--- config.mk ---
export PLATFORM = sky130hd
export DESIGN_NAME = madd_cfg_sequencer_flat
export DESIGN_NICKNAME = d
export VERILOG_FILES = /design/src/rtl/madd_cfg_sequencer_if.sv /design/src/rtl/madd_cfg_sequencer.sv /design/src/flat_wrapper.sv
export SDC_FILE = /design/constraint.sdc
export NUM_CORES = 1
export LEC_CHECK = 0
export CORE_AREA = 5 5 78 73
export DETAILED_ROUTE_END_ITERATION = 16
export DIE_AREA = 0 0 83 78
export DONT_BUFFER_PORTS = 1
export GPL_TIMING_DRIVEN = 0
export MAX_ROUTING_LAYER = met4
export PLACE_DENSITY = 0.57
export SLEW_MARGIN = 40
export SYNTH_ARGS = -nofsm -noshare
export SYNTH_HDL_FRONTEND = slang
export SYNTH_SLANG_ARGS = --single-unit
export TNS_END_PERCENT = 10
--- constraint.sdc ---
create_clock -name clock_i -period 2.4 [get_ports clock_i]
set_input_delay 0.24 -clock clock_i [delete_from_list [all_inputs] [get_ports clock_i]]
set_output_delay 0.24 -clock clock_i [all_outputs]
set_load 0.01 [all_outputs]
--- src/rtl/madd_cfg_sequencer_if.sv ---
// rtl/madd_cfg_sequencer_if.sv - tap request, result and DSP-side signal bundle for madd_cfg_sequencer
//
// Purpose: groups every non-clock/reset port of madd_cfg_sequencer.
//   slave  : the sequencer's view (consumes requests, produces results, drives the DSP).
//   master : the environment's view (issues taps, accepts results, models the DSP).
//
// Signals:
//   req_valid_i/req_ready_o/req_a_i[9:0]/req_b_i[8:0]/req_last_i : tap request stream
//   res_valid_o/res_ready_i/res_data_o[18:0]/res_taps_o[2:0]      : burst result stream
//   err_overflow_o                                                : sticky tap-overflow flag
//   dsp_*_o / dsp_z_i                                             : multiply-add DSP configuration and result

interface madd_cfg_sequencer_if;
  logic        req_valid_i;
  logic        req_ready_o;
  logic [9:0]  req_a_i;
  logic [8:0]  req_b_i;
  logic        req_last_i;

  logic        res_valid_o;
  logic        res_ready_i;
  logic [18:0] res_data_o;
  logic [2:0]  res_taps_o;
  logic        err_overflow_o;

  logic [9:0]  dsp_a_o;
  logic [8:0]  dsp_b_o;
  logic [2:0]  dsp_feedback_o;
  logic        dsp_load_acc_o;
  logic [2:0]  dsp_output_select_o;
  logic        dsp_unsigned_a_o;
  logic        dsp_unsigned_b_o;
  logic [18:0] dsp_z_i;

  modport slave (
    input  req_valid_i, req_a_i, req_b_i, req_last_i,
    output req_ready_o,
    output res_valid_o, res_data_o, res_taps_o, err_overflow_o,
    input  res_ready_i,
    output dsp_a_o, dsp_b_o, dsp_feedback_o, dsp_load_acc_o,
    output dsp_output_select_o, dsp_unsigned_a_o, dsp_unsigned_b_o,
    input  dsp_z_i
  );

  modport master (
    output req_valid_i, req_a_i, req_b_i, req_last_i,
    input  req_ready_o,
    input  res_valid_o, res_data_o, res_taps_o, err_overflow_o,
    output res_ready_i,
    input  dsp_a_o, dsp_b_o, dsp_feedback_o, dsp_load_acc_o,
    input  dsp_output_select_o, dsp_unsigned_a_o, dsp_unsigned_b_o,
    output dsp_z_i
  );
endinterface

--- src/rtl/madd_cfg_sequencer.sv ---
// rtl/madd_cfg_sequencer.sv - sequences up to four multiply-add taps into a DSP and returns the burst result
//
// Purpose: accepts a burst of 1..4 taps, drives each one onto the DSP configuration
// ports for exactly one cycle (first tap loads the accumulator with the addend),
// waits LATENCY+1 cycles after the last tap, captures dsp_z_i and offers it on the
// result stream until it is taken.
//
// Parameters:
//   LATENCY    : cycles from a tap on the DSP ports to a valid dsp_z_i (1..7)
//   UNSIGNED_A : constant driven on dsp_unsigned_a_o
//   UNSIGNED_B : constant driven on dsp_unsigned_b_o
//
// Ports:
//   clock_i : clock, rising edge
//   reset_i : asynchronous active-high reset
//   bus     : madd_cfg_sequencer_if.slave (request, result, DSP-side signals)

module madd_cfg_sequencer #(
  parameter int   LATENCY    = 1,
  parameter logic UNSIGNED_A = 1'b1,
  parameter logic UNSIGNED_B = 1'b1
) (
  input  logic                  clock_i,
  input  logic                  reset_i,
  madd_cfg_sequencer_if.slave   bus
);

  typedef enum logic [1:0] {
    ST_IDLE   = 2'd0,
    ST_BURST  = 2'd1,
    ST_WAIT   = 2'd2,
    ST_RESULT = 2'd3
  } state_t;

  localparam logic [2:0] LP_WAIT_LOAD = LATENCY[2:0];

  state_t      r_state;
  state_t      w_state_nxt;

  logic [1:0]  r_tap_idx;
  logic [2:0]  r_wait_cnt;
  logic [18:0] r_res_data;
  logic [2:0]  r_res_taps;
  logic        r_err_overflow;

  logic [9:0]  r_dsp_a;
  logic [8:0]  r_dsp_b;
  logic [2:0]  r_dsp_feedback;
  logic        r_dsp_load_acc;

  logic        w_ready;
  logic        w_accept;
  logic        w_first;
  logic        w_force_last;
  logic        w_last;
  logic        w_wait_done;
  logic        w_res_valid;
  logic        w_res_take;

  // Ready is gated by reset so it stays low while reset_i is high even though
  // the state register already reads IDLE; it rises as soon as reset releases.
  assign w_ready      = ((r_state == ST_IDLE) || (r_state == ST_BURST)) & ~reset_i;
  assign w_accept     = bus.req_valid_i & w_ready;
  assign w_first      = (r_tap_idx == 2'd0);
  // The fourth tap always closes the burst; there is no fifth accumulator slot.
  assign w_force_last = (r_tap_idx == 2'd3);
  assign w_last       = bus.req_last_i | w_force_last;
  assign w_wait_done  = (r_wait_cnt == 3'd0);
  assign w_res_valid  = (r_state == ST_RESULT);
  assign w_res_take   = w_res_valid & bus.res_ready_i;

  always_ff @(posedge clock_i or posedge reset_i) begin
    if (reset_i) begin
      r_state <= ST_IDLE;
    end else begin
      r_state <= w_state_nxt;
    end
  end

  always_comb begin
    w_state_nxt = r_state;
    case (r_state)
      ST_IDLE, ST_BURST: begin
        if (w_accept) begin
          w_state_nxt = w_last ? ST_WAIT : ST_BURST;
        end
      end
      ST_WAIT: begin
        if (w_wait_done) begin
          w_state_nxt = ST_RESULT;
        end
      end
      ST_RESULT: begin
        // Returning to IDLE only; a tap cannot be taken on the handshake cycle
        // because ready is low throughout RESULT.
        if (w_res_take) begin
          w_state_nxt = ST_IDLE;
        end
      end
      default: w_state_nxt = ST_IDLE;
    endcase
  end

  // Tap issue registers: non-zero for exactly the cycle after an accepted tap.
  always_ff @(posedge clock_i or posedge reset_i) begin
    if (reset_i) begin
      r_dsp_a        <= '0;
      r_dsp_b        <= '0;
      r_dsp_feedback <= '0;
      r_dsp_load_acc <= 1'b0;
    end else if (w_accept) begin
      r_dsp_a        <= w_first ? bus.req_a_i : 10'd0;
      r_dsp_b        <= bus.req_b_i;
      r_dsp_feedback <= {1'b1, r_tap_idx};
      r_dsp_load_acc <= w_first;
    end else begin
      r_dsp_a        <= '0;
      r_dsp_b        <= '0;
      r_dsp_feedback <= '0;
      r_dsp_load_acc <= 1'b0;
    end
  end

  // Burst bookkeeping: tap index, wait countdown, result capture, overflow flag.
  always_ff @(posedge clock_i or posedge reset_i) begin
    if (reset_i) begin
      r_tap_idx      <= '0;
      r_wait_cnt     <= '0;
      r_res_data     <= '0;
      r_res_taps     <= '0;
      r_err_overflow <= 1'b0;
    end else begin
      if (w_accept) begin
        r_tap_idx <= w_last ? 2'd0 : r_tap_idx + 2'd1;
        if (w_last) begin
          // The tap reaches the DSP one cycle after acceptance and z follows
          // LATENCY cycles later, so the countdown spans LATENCY+1 WAIT cycles.
          r_wait_cnt <= LP_WAIT_LOAD;
          r_res_taps <= {1'b0, r_tap_idx} + 3'd1;
        end
        if (w_force_last && !bus.req_last_i) begin
          r_err_overflow <= 1'b1;
        end
      end

      if (r_state == ST_WAIT) begin
        if (w_wait_done) begin
          r_res_data <= bus.dsp_z_i;
        end else begin
          r_wait_cnt <= r_wait_cnt - 3'd1;
        end
      end
    end
  end

  assign bus.req_ready_o         = w_ready;
  assign bus.res_valid_o         = w_res_valid;
  assign bus.res_data_o          = r_res_data;
  assign bus.res_taps_o          = r_res_taps;
  assign bus.err_overflow_o      = r_err_overflow;

  assign bus.dsp_a_o             = r_dsp_a;
  assign bus.dsp_b_o             = r_dsp_b;
  assign bus.dsp_feedback_o      = r_dsp_feedback;
  assign bus.dsp_load_acc_o      = r_dsp_load_acc;
  // Fixed DSP mode: accumulator output, signedness from parameters.
  assign bus.dsp_output_select_o = 3'd3;
  assign bus.dsp_unsigned_a_o    = UNSIGNED_A;
  assign bus.dsp_unsigned_b_o    = UNSIGNED_B;

endmodule

--- src/flat_wrapper.sv ---
// flat-port wrapper written by rule: the top's interface ports become plain ports
module madd_cfg_sequencer_flat 
#(
  parameter int   LATENCY    = 1,
  parameter logic UNSIGNED_A = 1'b1,
  parameter logic UNSIGNED_B = 1'b1
)
  (clock_i, reset_i, bus_req_valid_i, bus_req_a_i, bus_req_b_i, bus_req_last_i, bus_req_ready_o, bus_res_valid_o, bus_res_data_o, bus_res_taps_o, bus_err_overflow_o, bus_res_ready_i, bus_dsp_a_o, bus_dsp_b_o, bus_dsp_feedback_o, bus_dsp_load_acc_o, bus_dsp_output_select_o, bus_dsp_unsigned_a_o, bus_dsp_unsigned_b_o, bus_dsp_z_i);
  madd_cfg_sequencer_if bus_i ();
  input  logic clock_i;
  input  logic reset_i;
  input wire logic [$bits(bus_i.req_valid_i)-1:0] bus_req_valid_i;
  input wire logic [$bits(bus_i.req_a_i)-1:0] bus_req_a_i;
  input wire logic [$bits(bus_i.req_b_i)-1:0] bus_req_b_i;
  input wire logic [$bits(bus_i.req_last_i)-1:0] bus_req_last_i;
  output wire logic [$bits(bus_i.req_ready_o)-1:0] bus_req_ready_o;
  output wire logic [$bits(bus_i.res_valid_o)-1:0] bus_res_valid_o;
  output wire logic [$bits(bus_i.res_data_o)-1:0] bus_res_data_o;
  output wire logic [$bits(bus_i.res_taps_o)-1:0] bus_res_taps_o;
  output wire logic [$bits(bus_i.err_overflow_o)-1:0] bus_err_overflow_o;
  input wire logic [$bits(bus_i.res_ready_i)-1:0] bus_res_ready_i;
  output wire logic [$bits(bus_i.dsp_a_o)-1:0] bus_dsp_a_o;
  output wire logic [$bits(bus_i.dsp_b_o)-1:0] bus_dsp_b_o;
  output wire logic [$bits(bus_i.dsp_feedback_o)-1:0] bus_dsp_feedback_o;
  output wire logic [$bits(bus_i.dsp_load_acc_o)-1:0] bus_dsp_load_acc_o;
  output wire logic [$bits(bus_i.dsp_output_select_o)-1:0] bus_dsp_output_select_o;
  output wire logic [$bits(bus_i.dsp_unsigned_a_o)-1:0] bus_dsp_unsigned_a_o;
  output wire logic [$bits(bus_i.dsp_unsigned_b_o)-1:0] bus_dsp_unsigned_b_o;
  input wire logic [$bits(bus_i.dsp_z_i)-1:0] bus_dsp_z_i;
  assign bus_i.req_valid_i = bus_req_valid_i;
  assign bus_i.req_a_i = bus_req_a_i;
  assign bus_i.req_b_i = bus_req_b_i;
  assign bus_i.req_last_i = bus_req_last_i;
  assign bus_req_ready_o = bus_i.req_ready_o;
  assign bus_res_valid_o = bus_i.res_valid_o;
  assign bus_res_data_o = bus_i.res_data_o;
  assign bus_res_taps_o = bus_i.res_taps_o;
  assign bus_err_overflow_o = bus_i.err_overflow_o;
  assign bus_i.res_ready_i = bus_res_ready_i;
  assign bus_dsp_a_o = bus_i.dsp_a_o;
  assign bus_dsp_b_o = bus_i.dsp_b_o;
  assign bus_dsp_feedback_o = bus_i.dsp_feedback_o;
  assign bus_dsp_load_acc_o = bus_i.dsp_load_acc_o;
  assign bus_dsp_output_select_o = bus_i.dsp_output_select_o;
  assign bus_dsp_unsigned_a_o = bus_i.dsp_unsigned_a_o;
  assign bus_dsp_unsigned_b_o = bus_i.dsp_unsigned_b_o;
  assign bus_i.dsp_z_i = bus_dsp_z_i;
  madd_cfg_sequencer #(.LATENCY(LATENCY), .UNSIGNED_A(UNSIGNED_A), .UNSIGNED_B(UNSIGNED_B)) u_core (.clock_i(clock_i), .reset_i(reset_i), .bus(bus_i));
endmodule
==> results.cfg, run 1 <==
[outcome]
outcome = complete, no violations

[run]
maxCapViolations = 0

[pwr]
peakVddDrop_v = 0.000445
power.density_nw_per_um2 = 1140
leakage_uw = 0.00112

[clocking]
htreeDepth = 2
cts_tree = done
clk_pin_slew_ps = 90
cts_setup_buffers = 0
clockRootBuffer = clkbuf_8
cts_sinks = 53
clockBufferDepth = 2
cts_resized = 0
cts_hold_buf = 1
numCtsBuffers = 5
clk_latency_ps = 290

[sta]
grt_setup_unrepaired = no
hold_viol_final = 0
max_freq_mhz = 580
finClkSkew_ps = 5.80
fin_crit_ps = 1720
min_period_over_period_pct = 71.9
setup_tns_ps = 0
setup_slack_ps = 676
setup_viol = 0
drv_slew = 0

[final_layout]
antenna_cells = 0
nNetsFinal = 212
drive_above_1_share_pct = 25.3
area_delta_synth_final_pct = 11.6

[synthesis]
yosysWarnings = 0
netlist-cell-type-count = 28
syn_area_um2 = 2060
synth-seq-cells = 53
syn_area_per_cell_um2 = 13.5
syn_inst = 153
ys_seq_area_share_pct = 64.3

[grt]
grt_max_degree = 45
grt_pass1_vias = 1191
grt_pass1_wl_um = 6150
grt_overflow = 0
antenna_found_initial = 0
grt_use_total_pct = 12.4

[routing]
drtPass1Iterations = 4
viasPerCell = 4.96
drtIter0Drc = 29
wl_per_cell_um = 16.5
drcViolationCount = 0
wirelength_um = 3800
dr_total_vias = 1145
drtAntennaViolNets = 0

[floorplan]
die-height_um = 78
dieArea_um2 = 6470
core_area_um2 = 4740
die_w_um = 83
rows = 24
io_pins = 96
initial_utilization_pct = 43.5

[worst_setup_path]
critPathArrivalTime_ps = 1910
crit_required_ps = 2580
crit_type = reg2reg
startpoint_type = flip-flop
critPathMaxFanout = 10
cp-end-kind = flip-flop

[place]
gp_congestion = 0.766
hpwl_um = 3090
pre_cts_ws_ps = 674
port_buffers = 0

[worst_hold_path]
min_path_type = in2reg
==> layout make-up <==
class                      count  area, um2
fill                         427       2440
sequential                    53       1330
multi-input combinational     86        637
buffer                        10       82.6
tap                           65       81.3
clock buffer                   5       68.8
clock inverter                 3       46.3
inverter                       7       31.3
timing repair buffer           2       30.0
==> critical path, stage by stage (launching register included) <==
cell	delay, ps
dfrtp_1	400
inv_1	80
ha_1	170
nand2b_1	130
nor2_4	280
buf_6	200
mux2_2	340
==> layout by cell type (no fill, tap or decap), types with 2 or more instances in the layout <==
| cell | count |
|---|---|
| conb_1 | 5 |
| o21ai_1 | 4 |
| inv_1 | 5 |
| nand2b_1 | 2 |
| and3_1 | 10 |
| clkbuf_8 | 5 |
| nor2_4 | 2 |
| nand3_1 | 4 |
| buf_4 | 6 |
| mux2i_1 | 2 |
| inv_4 | 2 |
| dfrtp_1 | 53 |
| nand2_1 | 5 |
| o21ai_0 | 3 |
| nor2_1 | 5 |
| buf_6 | 3 |
| mux2_2 | 19 |
| ha_1 | 4 |
| and2_1 | 12 |
==> flip-flops by register name, indices dropped and copies added, names as in the netlist <==
name / cells
u_core.bus.res_data_o: 19
u_core.bus.dsp_a_o: 10
u_core.bus.dsp_b_o: 9
u_core.bus.dsp_feedback_o: 3
u_core.bus.res_taps_o: 3
u_core.r_wait_cnt: 3
u_core.r_state: 2
u_core.r_tap_idx: 2
u_core.bus.dsp_load_acc_o: 1
u_core.bus.err_overflow_o: 1
==> routing by layer <==
| layer | vias up | routed length (um) | track usage, % |
|---|---|---|---|
| met5 | - | 0 | - |
| met4 | 0 | 38 | 4.41 |
| met3 | 4 | 315 | 5.40 |
| met2 | 52 | 1920 | 19.4 |
| met1 | 566 | 1520 | 14.3 |
| li1 | 523 | - | - |
==> power breakdown <==
group	internal, uW	switching (uW)
sequential	1170	303
combinational	299	270
clock	312	271
total	1780	844
==> cell usage after synthesis <==
master	instances	share of area, %
o21bai_2	1	0.55
buf_6	3	1.6
o21ai_1	4	0.97
nor2_1	5	0.91
and3_1	10	3.0
nand3_1	4	0.97
mux2_2	19	10
buf_4	6	2.2
inv_4	1	0.30
nand2b_1	2	0.61
mux2_1	1	0.55
or3b_1	1	0.42
nor2_4	2	1.1
a21boi_1	1	0.36
and2_1	12	3.6
dfrtp_1	53	64
o31ai_1	1	0.36
nand2_1	5	0.91
clkbuf_1	1	0.18
nor3_1	1	0.24
mux2i_1	2	0.97
inv_1	6	1.1
conb_1	2	0.36
o22ai_1	1	0.30
a21oi_1	1	0.24
ha_1	4	2.4
nor2b_1	1	0.30
o21ai_0	3	0.73
==> per-stage QoR <==
step | std cells | power [uW] | instance area [um2] | util (%) | hold slack, ps
2_1_floorplan | 156 | 1920 | 2070 | - | 333
3_3_place_gp | 221 | 2030 | 2160 | 45.4 | 336
3_5_place_dp | 222 | 2080 | 2180 | 45.9 | 19.9
4_1_cts | 231 | 2680 | 2300 | 48.5 | 13.0
5_1_grt | 231 | 2810 | 2300 | 48.5 | 2.59
6_report | 231 | 2620 | 2300 | 48.5 | 22.5
==> cells by family (layout without fill, tap and decap cells) <==
kind of cell	count (synthesis)	count (layout)	share of synthesized area, %
AO/OA/AOI/OAI	12	12	3.52
adder cells (fa/ha/maj)	4	4	2.43
buffers and inverters	17	27	5.40
flip-flops	53	53	64.3
multiplexers	22	22	11.9
other	2	5	0.364
AND/OR/NAND/NOR	43	43	12.1
==> final timing paths <==
| kind | startpoint | to | slack (ps) | depth (start not counted) |
|---|---|---|---|---|
| max | u_core.r_wait_cnt[0] | u_core.bus.res_data_o[6] | 680 | 6 |
| min | bus_req_last_i | u_core.bus.err_overflow_o | 20 | 1 |
| max reg2reg | u_core.r_wait_cnt[0] | u_core.bus.res_data_o[6] | 680 | 6 |
| min reg2reg | u_core.r_tap_idx[0] | u_core.bus.res_taps_o[0] | 510 | 1 |
| max in group asynchronous | reset_i | u_core.bus.res_data_o[5] | 1650 | 3 |
| min in group asynchronous | reset_i | u_core.bus.res_taps_o[1] | 300 | 2 |
No activity file was read; power rests on OpenSTA's default activity.
==> run 2: changes to the inputs <==
==> constraint.sdc (replaced) <==
create_clock -name clock_i -period 1.6 [get_ports clock_i]
set_input_delay 0.16 -clock clock_i [delete_from_list [all_inputs] [get_ports clock_i]]
set_output_delay 0.16 -clock clock_i [all_outputs]
set_load 0.01 [all_outputs]
==> results.cfg, run 2 (synthesis results as in run 1) <==
[place]
gp_congestion = 0.766
hpwl_um = 3090
port_buffers = 0

[routing]
drtIter0Drc = 33
drtPass1Iterations = 4
wirelength_um = 4260
wl_per_cell_um = 16.0
drtAntennaViolNets = 0
dr_total_vias = 1276
viasPerCell = 4.80
drcViolationCount = 0

[grt]
grt_overflow = 0
grt_pass1_vias = 1283
grt_max_degree = 45
grt_use_total_pct = 13.2
antenna_found_initial = 0
grt_pass1_wl_um = 6570

[sta]
finClkSkew_ps = 4.25
fin_crit_ps = 1540
grt_setup_unrepaired = no
setup_viol = 0
setup_tns_ps = 0
min_period_over_period_pct = 96.3
max_freq_mhz = 649
drv_slew = 0
hold_viol_final = 0

[floorplan]
rows = 24
dieArea_um2 = 6470
die_w_um = 83
die-height_um = 78
core_area_um2 = 4740
initial_utilization_pct = 43.5
io_pins = 96

[final_layout]
multiInputGateArea_um2 = 659
antenna_cells = 0
drive_above_1_share_pct = 28.9
final_common_cell = dfrtp_1
area_delta_synth_final_pct = 29.3
fill_cells = 394
largest_reg_flops = 19
final_cell_mix = dfrtp_1 (51), dlygate4sd3_1 (27), mux2_2 (19)
nNetsFinal = 247
register_area_um2 = 1330

[worst_setup_path]
reg2reg_from = u_core.r_state[0]
cp-startpoint = u_core.r_state[0]
crit_type = reg2reg
r2r_slack_ps = 60
crit_required_ps = 1780
critPathMaxFanout = 7
startpoint_type = flip-flop
cp-end-kind = flip-flop
critPathArrivalTime_ps = 1720

[outcome]
outcome = complete, no violations

[clocking]
clockRootBuffer = clkbuf_8
cts_sinks = 53
htreeDepth = 2
clk_latency_ps = 290
numCtsBuffers = 5
clockBufferDepth = 2
clk_pin_slew_ps = 90
cts_tree = done

[worst_hold_path]
min_path_type = in2reg
min-delay-start = bus_dsp_z_i[12]

[pwr]
leakage_uw = 0.00127
power.density_nw_per_um2 = 1560
p_total_uw = 4160
peakVddDrop_v = 0.000779

[run]
maxCapViolations = 0
run 2: cell count changes in the layout (fill, tap and decap cells not counted), moves of 2 or more:
| cell | previous run | this run |
|---|---|---|
| inv_1 | 5 | 3 |
| buf_4 | 6 | 12 |
| dlygate4sd3_1 | 1 | 27 |
| inv_2 | 0 | 2 |
| nand2b_1 | 2 | 0 |
| buf_6 | 3 | 6 |
| dfrtp_2 | 0 | 2 |
| dfrtp_1 | 53 | 51 |
run 2: worst max-delay path: stages (launching register included):
cell and delay [ps]:
dfrtp_2 450, nand2b_2 220, nor2_4 260, buf_6 170, mux2_2 330
run 2: final timing paths:
check / cells after the start / end
worst max-delay path: 4 / u_core.bus.res_data_o[17]
worst min-delay path: 1 / u_core.bus.res_data_o[12]
worst max register to register: 4 / u_core.bus.res_data_o[17]
worst min register to register: 1 / u_core.bus.res_taps_o[0]
max in group asynchronous: 3 / u_core.bus.res_data_o[5]
min in group asynchronous: 2 / u_core.bus.res_taps_o[1]
run 2: routing by layer:
layer | routed length (um) | part of all wire (%) | GRT usage, %
met1 | 1640 | 38 | 14.6
met2 | 2230 | 52 | 21.6
met3 | 330 | 7.8 | 5.61
met4 | 58 | 1.4 | 4.58
met5 | 0 | 0 | -
run 2: through the flow:
stage	utilization [%]	instance area, um2	setup WS [ps]	hold WS [ps]	cells
2_1_floorplan	-	2070	44.8	253	156
3_3_place_gp	45.4	2160	-266	256	221
3_5_place_dp	45.9	2180	-126	-60.1	222
4_1_cts	54.5	2580	20.9	0.916	258
5_1_grt	56.2	2670	7.07	-4.86	266
6_report	56.2	2670	59.5	12.7	266
run 2: area by class of cell:
type                            instances  share of cell area (%)
Buffer                                 10                    3.10
Inverter                                7                    1.17
Clock buffer                            5                    2.58
Timing Repair Buffer                   37                    13.8
Tap cell                               65                    3.05
Sequential cell                        53                    49.8
Multi-Input combinational cell         86                    24.7
Clock inverter                          3                    1.74
run 2: timing repair:
action | 4_1_cts | 5_1_grt
endpoints found under the setup margin | 11 | 20
hold endpoints to repair | 71 | 8
buffers inserted | 8 | 0
resized for setup | 9 | 3
pin swaps | 2 | 2
hold buffers | 19 | 8
gates cloned | 1 | 0
run 2: report_power, final:
group	total [uW]	internal, uW	leakage, uW	switching, uW
clock	876	468	0.0000543	408
combinational	1070	598	0.000535	477
sequential	2210	1760	0.000684	451
==> run 3: changes to the inputs <==
==> constraint.sdc (replaced) <==
create_clock -name clock_i -period 1.6 [get_ports clock_i]
set_input_delay 0.08 -clock clock_i [delete_from_list [all_inputs] [get_ports clock_i]]
set_output_delay 0.08 -clock clock_i [all_outputs]
set_load 0.01 [all_outputs]
==> results.cfg, run 3 (synthesis results as in run 1) <==
[outcome]
outcome = complete, no violations

[worst_setup_path]
startpoint_type = flip-flop
critical_path.reg2reg.endpoint = u_core.bus.res_data_o[17]
critPathArrivalTime_ps = 1720
r2r_slack_ps = 60
crit_type = reg2reg
cp-end-kind = flip-flop
reg2reg_from = u_core.r_state[0]
critPathMaxFanout = 7
rr_worst_depth = 4
crit_required_ps = 1780

[routing]
drtAntennaViolNets = 0
drtPass1Iterations = 4
viasPerCell = 4.73
wl_per_cell_um = 16.0
dr_total_vias = 1323
drcViolationCount = 0
wirelength_um = 4470
drtIter0Drc = 21

[floorplan]
initial_utilization_pct = 43.5
rows = 24
io_pins = 96
die-height_um = 78
core_area_um2 = 4740
dieArea_um2 = 6470
die_w_um = 83

[final_layout]
antenna_cells = 0
final_cell_mix = dfrtp_1 (51), dlygate4sd3_1 (41), mux2_2 (19)
layoutNonFillerInstCount = 280
nNetsFinal = 261
final_common_cell = dfrtp_1
largest_reg_flops = 19
area_delta_synth_final_pct = 36.1
drive_above_1_share_pct = 27.0
utilization_pct = 59.2

[worst_hold_path]
min-delay-start = bus_req_last_i
worstHoldEndpoint = u_core.r_tap_idx[1]
min_path_type = in2reg
holdPathStages = 3

[grt]
grt_use_total_pct = 14.2
antenna_found_initial = 0
grt_pass1_wl_um = 7090
grt_overflow = 0
grt_pass1_vias = 1398
grt_max_degree = 45

[clocking]
cts_sinks = 53
clk_latency_ps = 300
numCtsBuffers = 5
clk_pin_slew_ps = 90
cts_tree = done
htreeDepth = 2
clockRootBuffer = clkbuf_8
clockBufferDepth = 2

[place]
hpwl_um = 3090
place_inst = 222
port_buffers = 0
pre_cts_ws_ps = -126
gp_congestion = 0.766

[sta]
hold_viol_final = 0
setup_slack_ps = 60.2
grt_setup_unrepaired = no
hold_slack_ps = 42.8
min_period_over_period_pct = 96.2
drv_slew = 0
setup_viol = 0
fin_crit_ps = 1540
finClkSkew_ps = 6.26
max_freq_mhz = 649

[run]
maxCapViolations = 0

[pwr]
leakage_uw = 0.00133
power.density_nw_per_um2 = 1490
peakVddDrop_v = 0.000779
==> run 3: changes by cell type in the layout (fill, tap and decap cells not counted), sizes merged <==
cell / before / now
dlygate4sd3: 27 / 41
==> run 3: timing repair <==
item / 4_1_cts / 5_1_grt
setup endpoints to repair: 11 / 20
hold buffers: 41 / 0
resized for setup: 9 / 3
pin swaps: 2 / 2
gates cloned: 1 / 0
endpoints found under the hold margin: 94 / 0
setup buffers: 8 / 0
==> run 3: worst max path at each step <==
stage	from	end	slack (ps)	cells past startpoint
detailed placement	u_core.r_wait_cnt[0]	u_core.bus.res_data_o[17]	-130	6
global route	u_core.r_wait_cnt[1]	u_core.bus.res_data_o[1]	4	6
finish	u_core.r_state[0]	u_core.bus.res_data_o[17]	60	4
CTS	u_core.r_wait_cnt[0]	u_core.bus.res_data_o[6]	20	6
global placement	reset_i	u_core.bus.dsp_b_o[1]	-190	1
floorplan	u_core.r_wait_cnt[0]	u_core.bus.res_data_o[0]	40	6
==> run 3: critical path, cell delays in order, from the launching register on <==
cell and delay [ps]:
dfrtp_2 450, nand2b_2 220, nor2_4 250, buf_6 170, mux2_2 330
==> run 3: final cells by class <==
| type | instances | area [um2] |
|---|---|---|
| tap | 65 | 81.3 |
| fill | 384 | 1940 |
| buffer | 10 | 82.6 |
| sequential | 53 | 1330 |
| clock buffer | 5 | 68.8 |
| timing repair buffer | 51 | 509 |
| clock inverter | 3 | 46.3 |
| inverter | 7 | 31.3 |
| multi-input combinational | 86 | 659 |
==> run 3: per-stage QoR <==
step	instance area (um2)	setup TNS (ps)	total power, uW
final	2810	0	4190
after global placement	2160	-10410	3050
after detailed placement	2180	-1230	3120
after floorplan	2070	0	2870
after CTS	2800	0	4240
after global routing	2810	0	4470
==> run 3: power breakdown <==
group / switching [uW] / internal, uW / leakage [uW]
Clock: 406 / 468 / 0.0000543
Combinational: 483 / 620 / 0.000594
Sequential: 453 / 1760 / 0.000684
==> run 3: layer usage <==
metal / share of wire [%] / global-route usage, % / wire [um] / vias to the layer above
li1: - / - / - / 617
met1: 39 / 16.0 / 1760 / 647
met2: 52 / 23.6 / 2340 / 53
met3: 7.1 / 5.40 / 316 / 6
met4: 1.3 / 4.58 / 59 / 0
met5: 0 / - / 0 / -
